**config.mk**
```make
export PLATFORM = sky130hd
export DESIGN_NAME = lif_neuron
export DESIGN_NICKNAME = d
export VERILOG_FILES = /design/src/rtl/lif_neuron.sv
export SDC_FILE = /design/constraint.sdc
export NUM_CORES = 1
export LEC_CHECK = 0
export ABC_AREA = 1
export CAP_MARGIN = 20
export CORE_ASPECT_RATIO = 0.75
export CORE_MARGIN = 10
export CORE_UTILIZATION = 45
export CTS_CLUSTER_SIZE = 28
export DETAILED_ROUTE_END_ITERATION = 8
export DONT_BUFFER_PORTS = 1
export HOLD_SLACK_MARGIN = 0.1
export PLACE_DENSITY = 0.65
export SYNTH_ARGS = -nofsm -noshare
export SYNTH_HDL_FRONTEND = slang
export SYNTH_SLANG_ARGS = --single-unit
```
**constraint.sdc**
```tcl
create_clock -name clk -period 3.2 [get_ports clk]
set_input_delay 0.16 -clock clk [delete_from_list [all_inputs] [get_ports clk]]
set_output_delay 0.16 -clock clk [all_outputs]
set_load 0.01 [all_outputs]
```
**src/rtl/lif_neuron.sv**
```systemverilog
// Leaky integrate-and-fire neuron with a refractory countdown.
// Define LIF_LEAK_EN to enable the shift-based membrane leak.
module lif_neuron #(
   parameter int REFRAC_W = 4
) (
   input  logic                clk,
   input  logic                rst_n,
   input  logic                pre_spike,
   input  logic [7:0]          weight,
   input  logic [7:0]          threshold,
   input  logic [2:0]          leak_shift,
   input  logic [REFRAC_W-1:0] refrac_len,
   output logic                post_spike,
   output logic [7:0]          membrane,
   output logic                refractory
);

   typedef enum logic {
      S_INTEGRATE,
      S_REFRAC
   } state_t;

   state_t              r_state;
   state_t              w_state_nxt;
   logic [7:0]          r_mem;
   logic [7:0]          w_mem_nxt;
   logic [REFRAC_W-1:0] r_cnt;
   logic [REFRAC_W-1:0] w_cnt_nxt;
   logic                r_post;
   logic                w_post_nxt;
   logic [7:0]          w_leaked;
   logic [7:0]          w_in;
   logic [8:0]          w_sum;
   logic [7:0]          w_sat;

`ifdef LIF_LEAK_EN
   assign w_leaked = (leak_shift == 3'd0) ? r_mem
                   : r_mem - (r_mem >> leak_shift);
`else
   logic w_unused_ls;
   assign w_unused_ls = ^leak_shift;
   assign w_leaked    = r_mem;
`endif

   assign w_in  = pre_spike ? weight : 8'd0;
   assign w_sum = {1'b0, w_leaked} + {1'b0, w_in};
   assign w_sat = w_sum[8] ? 8'hFF : w_sum[7:0];

   always_ff @(posedge clk or negedge rst_n) begin
      if (!rst_n) begin
         r_state <= S_INTEGRATE;
         r_mem   <= 8'd0;
         r_cnt   <= '0;
         r_post  <= 1'b0;
      end else begin
         r_state <= w_state_nxt;
         r_mem   <= w_mem_nxt;
         r_cnt   <= w_cnt_nxt;
         r_post  <= w_post_nxt;
      end
   end

   always_comb begin
      w_state_nxt = r_state;
      w_mem_nxt   = r_mem;
      w_cnt_nxt   = r_cnt;
      w_post_nxt  = 1'b0;
      unique case (r_state)
         S_INTEGRATE: begin
            if (threshold == 8'd0) begin
               w_mem_nxt = 8'd0;
            end else if (w_sat >= threshold) begin
               w_post_nxt = 1'b1;
               w_mem_nxt  = 8'd0;
               w_cnt_nxt  = refrac_len;
               if (refrac_len != '0)
                  w_state_nxt = S_REFRAC;
            end else begin
               w_mem_nxt = w_sat;
            end
         end
         S_REFRAC: begin
            w_mem_nxt = 8'd0;
            // counter==1 is the last refractory cycle
            if (r_cnt <= 1) begin
               w_cnt_nxt   = '0;
               w_state_nxt = S_INTEGRATE;
            end else begin
               w_cnt_nxt = r_cnt - 1'b1;
            end
         end
         default: begin
            w_state_nxt = S_INTEGRATE;
            w_mem_nxt   = 8'd0;
            w_cnt_nxt   = '0;
         end
      endcase
   end

   assign post_spike = r_post;
   assign membrane   = r_mem;
   assign refractory = (r_state == S_REFRAC);

endmodule

```
==> results of run 1 <==
stage by stage:
step	setup WS [ns]	hold slack [ns]
after floorplan	0.571	-0.136
after global placement	0.272	-0.135
after detailed placement	0.255	-0.135
after CTS	0.230	0.152
after global routing	0.0105	0.159
final	0.276	0.170
worst paths after layout:
check / from / cells after the start / to / slack (ns)
max in group asynchronous: rst_n / 1 / refractory / 2.45
min in group asynchronous: rst_n / 1 / membrane[7] / 0.37
worst max register to register: membrane[0] / 18 / r_cnt[2] / 0.28
worst min-delay path: refrac_len[3] / 2 / refractory / 0.17
worst max-delay path: membrane[0] / 18 / r_cnt[2] / 0.28
worst min register to register: r_cnt[1] / 2 / r_cnt[1] / 0.48
where the power goes:
part,total (mW),switching (mW),internal (mW),leakage (nW)
combinational,0.562,0.343,0.218,0.735
clock,0.161,0.0526,0.108,0.0288
sequential,0.320,0.0783,0.242,0.182
registers in the layout, indices dropped and copies added (netlist names):
name        count
post_spike      1
refractory      1
membrane        8
r_cnt           4
logic make-up (layout without fill, tap and decap cells):
| group | after synthesis | count (layout) | share of synthesized area |
|---|---|---|---|
| simple gates | 105 | 105 | 0.336 |
| buf+inv | 46 | 52 | 0.129 |
| fa+ha+maj | 19 | 19 | 0.183 |
| compound gates | 15 | 15 | 0.0718 |
| flops | 14 | 14 | 0.261 |
| xor+xnor | 3 | 3 | 0.0196 |
area by class of cell:
type | instances | area, sq um | share of cell area
Clock buffer | 4 | 55.1 | 0.0375
Multi-Input combinational cell | 142 | 820 | 0.559
Sequential cell | 14 | 350 | 0.239
Timing Repair Buffer | 3 | 25.0 | 0.0171
Tap cell | 38 | 47.5 | 0.0324
Inverter | 45 | 169 | 0.115
critical path: cells and delay by family (launching register included):
family | cells | cell delay (ns)
compound gates | 1 | 0.22
fa+ha+maj | 3 | 0.93
buf+inv | 2 | 0.16
flops | 1 | 0.42
simple gates | 12 | 1.09
metal layers:
metal | vias up | wire, um | global-route usage
li1 | 628 | - | -
met1 | 455 | 1440 | 0.137
met2 | 23 | 1120 | 0.146
met3 | 0 | 162 | 0.0228
met4 | 0 | 0 | 0.0212
met5 | - | 0 | 0
what timing repair did:
action                                  in CTS  in global routing
endpoints found under the setup margin       0                  4
resized for setup                            0                  1
hold endpoints to repair                    14                  0
hold buffers                                 1                  0
buffers inserted                             0                  2
Yosys cell counts, types with 2 or more instances:
library cell  count
nand2_1          61
nand4_1           2
o21ai_0           5
nor2_1           17
ha_1             18
inv_1            44
dfrtp_1          14
nor2_2            7
xor2_1            2
a21oi_1           6
nand3_1          13
==> flow_summary.yaml, run 1 <==
clocking:
  clkSinkCount: 14
  clk_pin_slew_ns: 0.05
  htree_num_levels: 1
  clockRootBuffer: "clkbuf_8"
  insertion_delay_ns: 0.23
  clockBufferDepth: 2
  cts_tree: "done"
  numCtsBuffers: 3
sta:
  fmax_ghz: 0.342
  rsz0062_at_grt: "false"
  setup-tns-final_ns: 0
  hold_viol_final: 0
  maxSlewViolCount: 0
  period_share: 0.914
  period_needed_ns: 2.92
  fin_skew_ns: 0.00186
  setup_violations: 0
  slew_headroom: 0.609
  tightest_slew_ns: 0.584
synth:
  yosys.area.top_type_share: 0.261
  yosys.area.top_type: "dfrtp_1"
  synth_edf_count: 0
  ys.flop_type: "dfrtp_1"
  avgSynthCellArea_sq_um: 6.65
  ys_seq_area_frac: 0.261
  syn_nets: 247
  synthCells: 202
  synth_warnings: 0
  synth_area_sq_um: 1340
  synth.distinct_cells: 24
  yosys_register_bits: 14
  async_flop_share: 1.00
  ys_top_cells_by_area: "dfrtp_1 26%, nand2_1 17%, ha_1 17%, inv_1 12%, nand3_1 4.8%"
status:
  outcome: "complete, no violations"
die:
  die_x_um: 83.1
  initial_core_util: 0.464
  io_pins: 36
  rows: 17
  die_area_sq_um: 5590
  core_area_sq_um: 2890
  fp.dieH_um: 67.3
route:
  wl_um: 2710
  via_count: 1106
  vias_per_cell: 4.50
  drc: 0
  drt-initial-drc-count: 30
  ant_nets: 0
  first_pass_iters: 4
  routedWlPerCell_um: 11.0
setup_path:
  slowest_delay_ns: 0.42
  crit_slowest_cell: "dfrtp_1"
  critical_path_class: "register to register"
  path_cells: "ha_1 > fa_1 > nand3_1 > nand2_2 > a21oi_4 > inv_2 > nor2_2 > inv_1 > ha_1 > nand2_1 > nor2_1 > nor2_1 > nand2_1 > nand2_1 > nand3_1 > nand2_1 > nand2_1 > nand2_1"
  required_ns: 3.32
  arrival_ns: 3.05
  cpMostUsedCell: "nand2_1"
  cp-start-kind: "register"
  worst_setup_path_end_kind: "register"
  cp_max_fo: 5
power_and_ir_drop:
  vdd_ir_drop_max_mv: 0.367
  powerDensity_nw_per_um2: 711
  power.leakage_nw: 0.946
  report.power.total_mw: 1.04
placement:
  hpwl_um: 2400
  io_buffers: 0
  gp_congestion: 0.819
  place_area_sq_um: 1390
  dp_cells: 239
finish:
  final_area_sq_um: 1470
  final_cell_mix: "61 x nand2_1, 43 x inv_1, 18 x ha_1"
  layout.cells.non_filler: 246
  fillers: 326
  final_common_cell: "nand2_1"
  diodes: 0
  syn_to_final_growth_pct: 9.23
  drive_gt1_frac: 0.0962
  nNetsFinal: 254
  fin_util: 0.507
global_route:
  grt_max_degree: 15
  grt_pass1_wl_um: 4740
  grt_overflow: 0
  grt_pass1_vias: 1069
  antenna_found_initial: 0
  groute.usage.overall: 0.0972
flow_run:
  drv_cap: 0
worst_hold_path:
  hold_path_class: "input port to register"
No activity file was read; power rests on OpenSTA's default activity.
==> run 2: changes to the inputs <==
Clock period 3.2 ns to 3.28 ns, I/O delays scaled along.
==> flow_summary.yaml, run 2 (synthesis results as in run 1) <==
global_route:
  grt_pass1_wl_um: 4690
  grt_pass1_vias: 1036
  antenna_found_initial: 0
  grt_overflow: 0
  grt_max_degree: 15
  groute.usage.overall: 0.0981
die:
  io_pins: 36
  rows: 17
  core_area_sq_um: 2890
  die_x_um: 83.1
  fp.dieH_um: 67.3
  initial_core_util: 0.464
  die_area_sq_um: 5590
power_and_ir_drop:
  report.power.total_mw: 1.02
  powerDensity_nw_per_um2: 702
  p_seq_frac: 0.306
  p_sw_frac: 0.460
  vdd_ir_drop_max_mv: 0.340
  intPower_uw: 550
  power.switching_uw: 469
  p_comb_frac: 0.534
  power.leakage_nw: 0.938
  clkPwrFrac: 0.160
worst_hold_path:
  hold_path_class: "input port to register"
finish:
  drive_gt1_frac: 0.0825
  diodes: 0
  final_common_cell: "nand2_1"
  syn_to_final_growth_pct: 8.11
  fillers: 319
  nNetsFinal: 252
  final_cell_mix: "61 x nand2_1, 44 x inv_1, 18 x ha_1"
  largest_reg_flops: 8
sta:
  rsz0062_at_grt: "false"
  maxSlewViolCount: 0
  setup-tns-final_ns: 0
  fmax_ghz: 0.343
  tightest_slew_ns: 0.578
  fin_skew_ns: 0.00210
  period_needed_ns: 2.92
  hold_viol_final: 0
  period_share: 0.890
  setup_violations: 0
  slew_headroom: 0.613
clocking:
  clockBufferDepth: 2
  clkSinkCount: 14
  cts_tree: "done"
  numCtsBuffers: 3
  clk_pin_slew_ns: 0.05
  clockRootBuffer: "clkbuf_8"
  insertion_delay_ns: 0.24
  htree_num_levels: 1
placement:
  gp_congestion: 0.818
  io_buffers: 0
  hpwl_um: 2400
route:
  drt-initial-drc-count: 47
  wl_um: 2740
  ant_nets: 0
  first_pass_iters: 4
  vias_per_cell: 4.61
  drc: 0
  via_count: 1125
  routedWlPerCell_um: 11.2
setup_path:
  required_ns: 3.45
  arrival_ns: 3.09
  worst_setup_path_end_kind: "register"
  cp-start-kind: "register"
  cp_max_fo: 6
  critical_path_class: "register to register"
status:
  outcome: "complete, no violations"
flow_run:
  drv_cap: 0
==> run 2: metrics by stage <==
step / hold slack (ns) / setup WS, ns / area [sq um] / utilization / cells
detailed placement: -0.131 / 0.351 / 1390 / 0.479 / 239
finish: 0.156 / 0.361 / 1450 / 0.502 / 244
global route: 0.153 / 0.0696 / 1450 / 0.502 / 244
global placement: -0.131 / 0.358 / 1390 / 0.479 / 239
CTS: 0.146 / 0.328 / 1450 / 0.502 / 244
floorplan: -0.132 / 0.651 / 1340 / - / 202
==> run 2: worst paths after layout <==
check                               from           to  slack, ns  depth (start not counted)
setup reg to reg             membrane[0]  membrane[4]       0.36                         18
min in group asynchronous          rst_n  membrane[7]       0.36                          1
setup / recovery             membrane[0]  membrane[4]       0.36                         18
hold reg to reg                 r_cnt[1]     r_cnt[1]       0.49                          2
hold / removal             refrac_len[3]   refractory       0.16                          2
max in group asynchronous          rst_n  membrane[2]       2.54                          1
==> run 2: routing by layer <==
| metal | GRT usage | wire (um) | part of all wire | vias to the layer above |
|---|---|---|---|---|
| met3 | 0.0204 | 150 | 0.055 | 4 |
| met1 | 0.136 | 1420 | 0.52 | 475 |
| met2 | 0.143 | 1120 | 0.41 | 25 |
| met5 | 0 | 0 | 0 | - |
| met4 | 0.0445 | 49 | 0.018 | 0 |
| li1 | - | - | - | 621 |
==> run 2: power groups by stage <==
stage	sequential [mW]	combinational (mW)	clock (mW)
after detailed placement	0.314	0.544	0
after global placement	0.318	0.539	0
after CTS	0.314	0.548	0.167
after global routing	0.322	0.639	0.173
after floorplan	0.294	0.450	0
final	0.312	0.544	0.163
==> run 2: timing repair <==
item	in CTS	in global routing
hold buffers	1	0
setup endpoints to repair	0	0
resized for setup	0	0
buffers inserted	0	0
endpoints found under the hold margin	14	0
==> run 2: area by class of cell <==
type	instances	area (sq um)	area share
clock buffers	4	55.1	0.0379
inverters	45	169	0.116
multi-input cells	142	820	0.565
flip-flops and latches	14	350	0.241
well taps	38	47.5	0.0328
repair buffers	1	10.0	0.00690
==> run 2: critical path, stage by stage, from the launching register on <==
cell and delay (ns):
dfrtp_1 0.41, ha_1 0.24, fa_1 0.41, nand3_1 0.11
nand2_2 0.10, a21oi_4 0.21, inv_2 0.10, nor2_2 0.13
inv_1 0.06, ha_1 0.28, nand2_1 0.07, nand2_1 0.05
nor2_1 0.09, nand2_1 0.06, nand2_1 0.07, nand2_1 0.08
nor2_2 0.15, inv_1 0.12, nor2_1 0.10
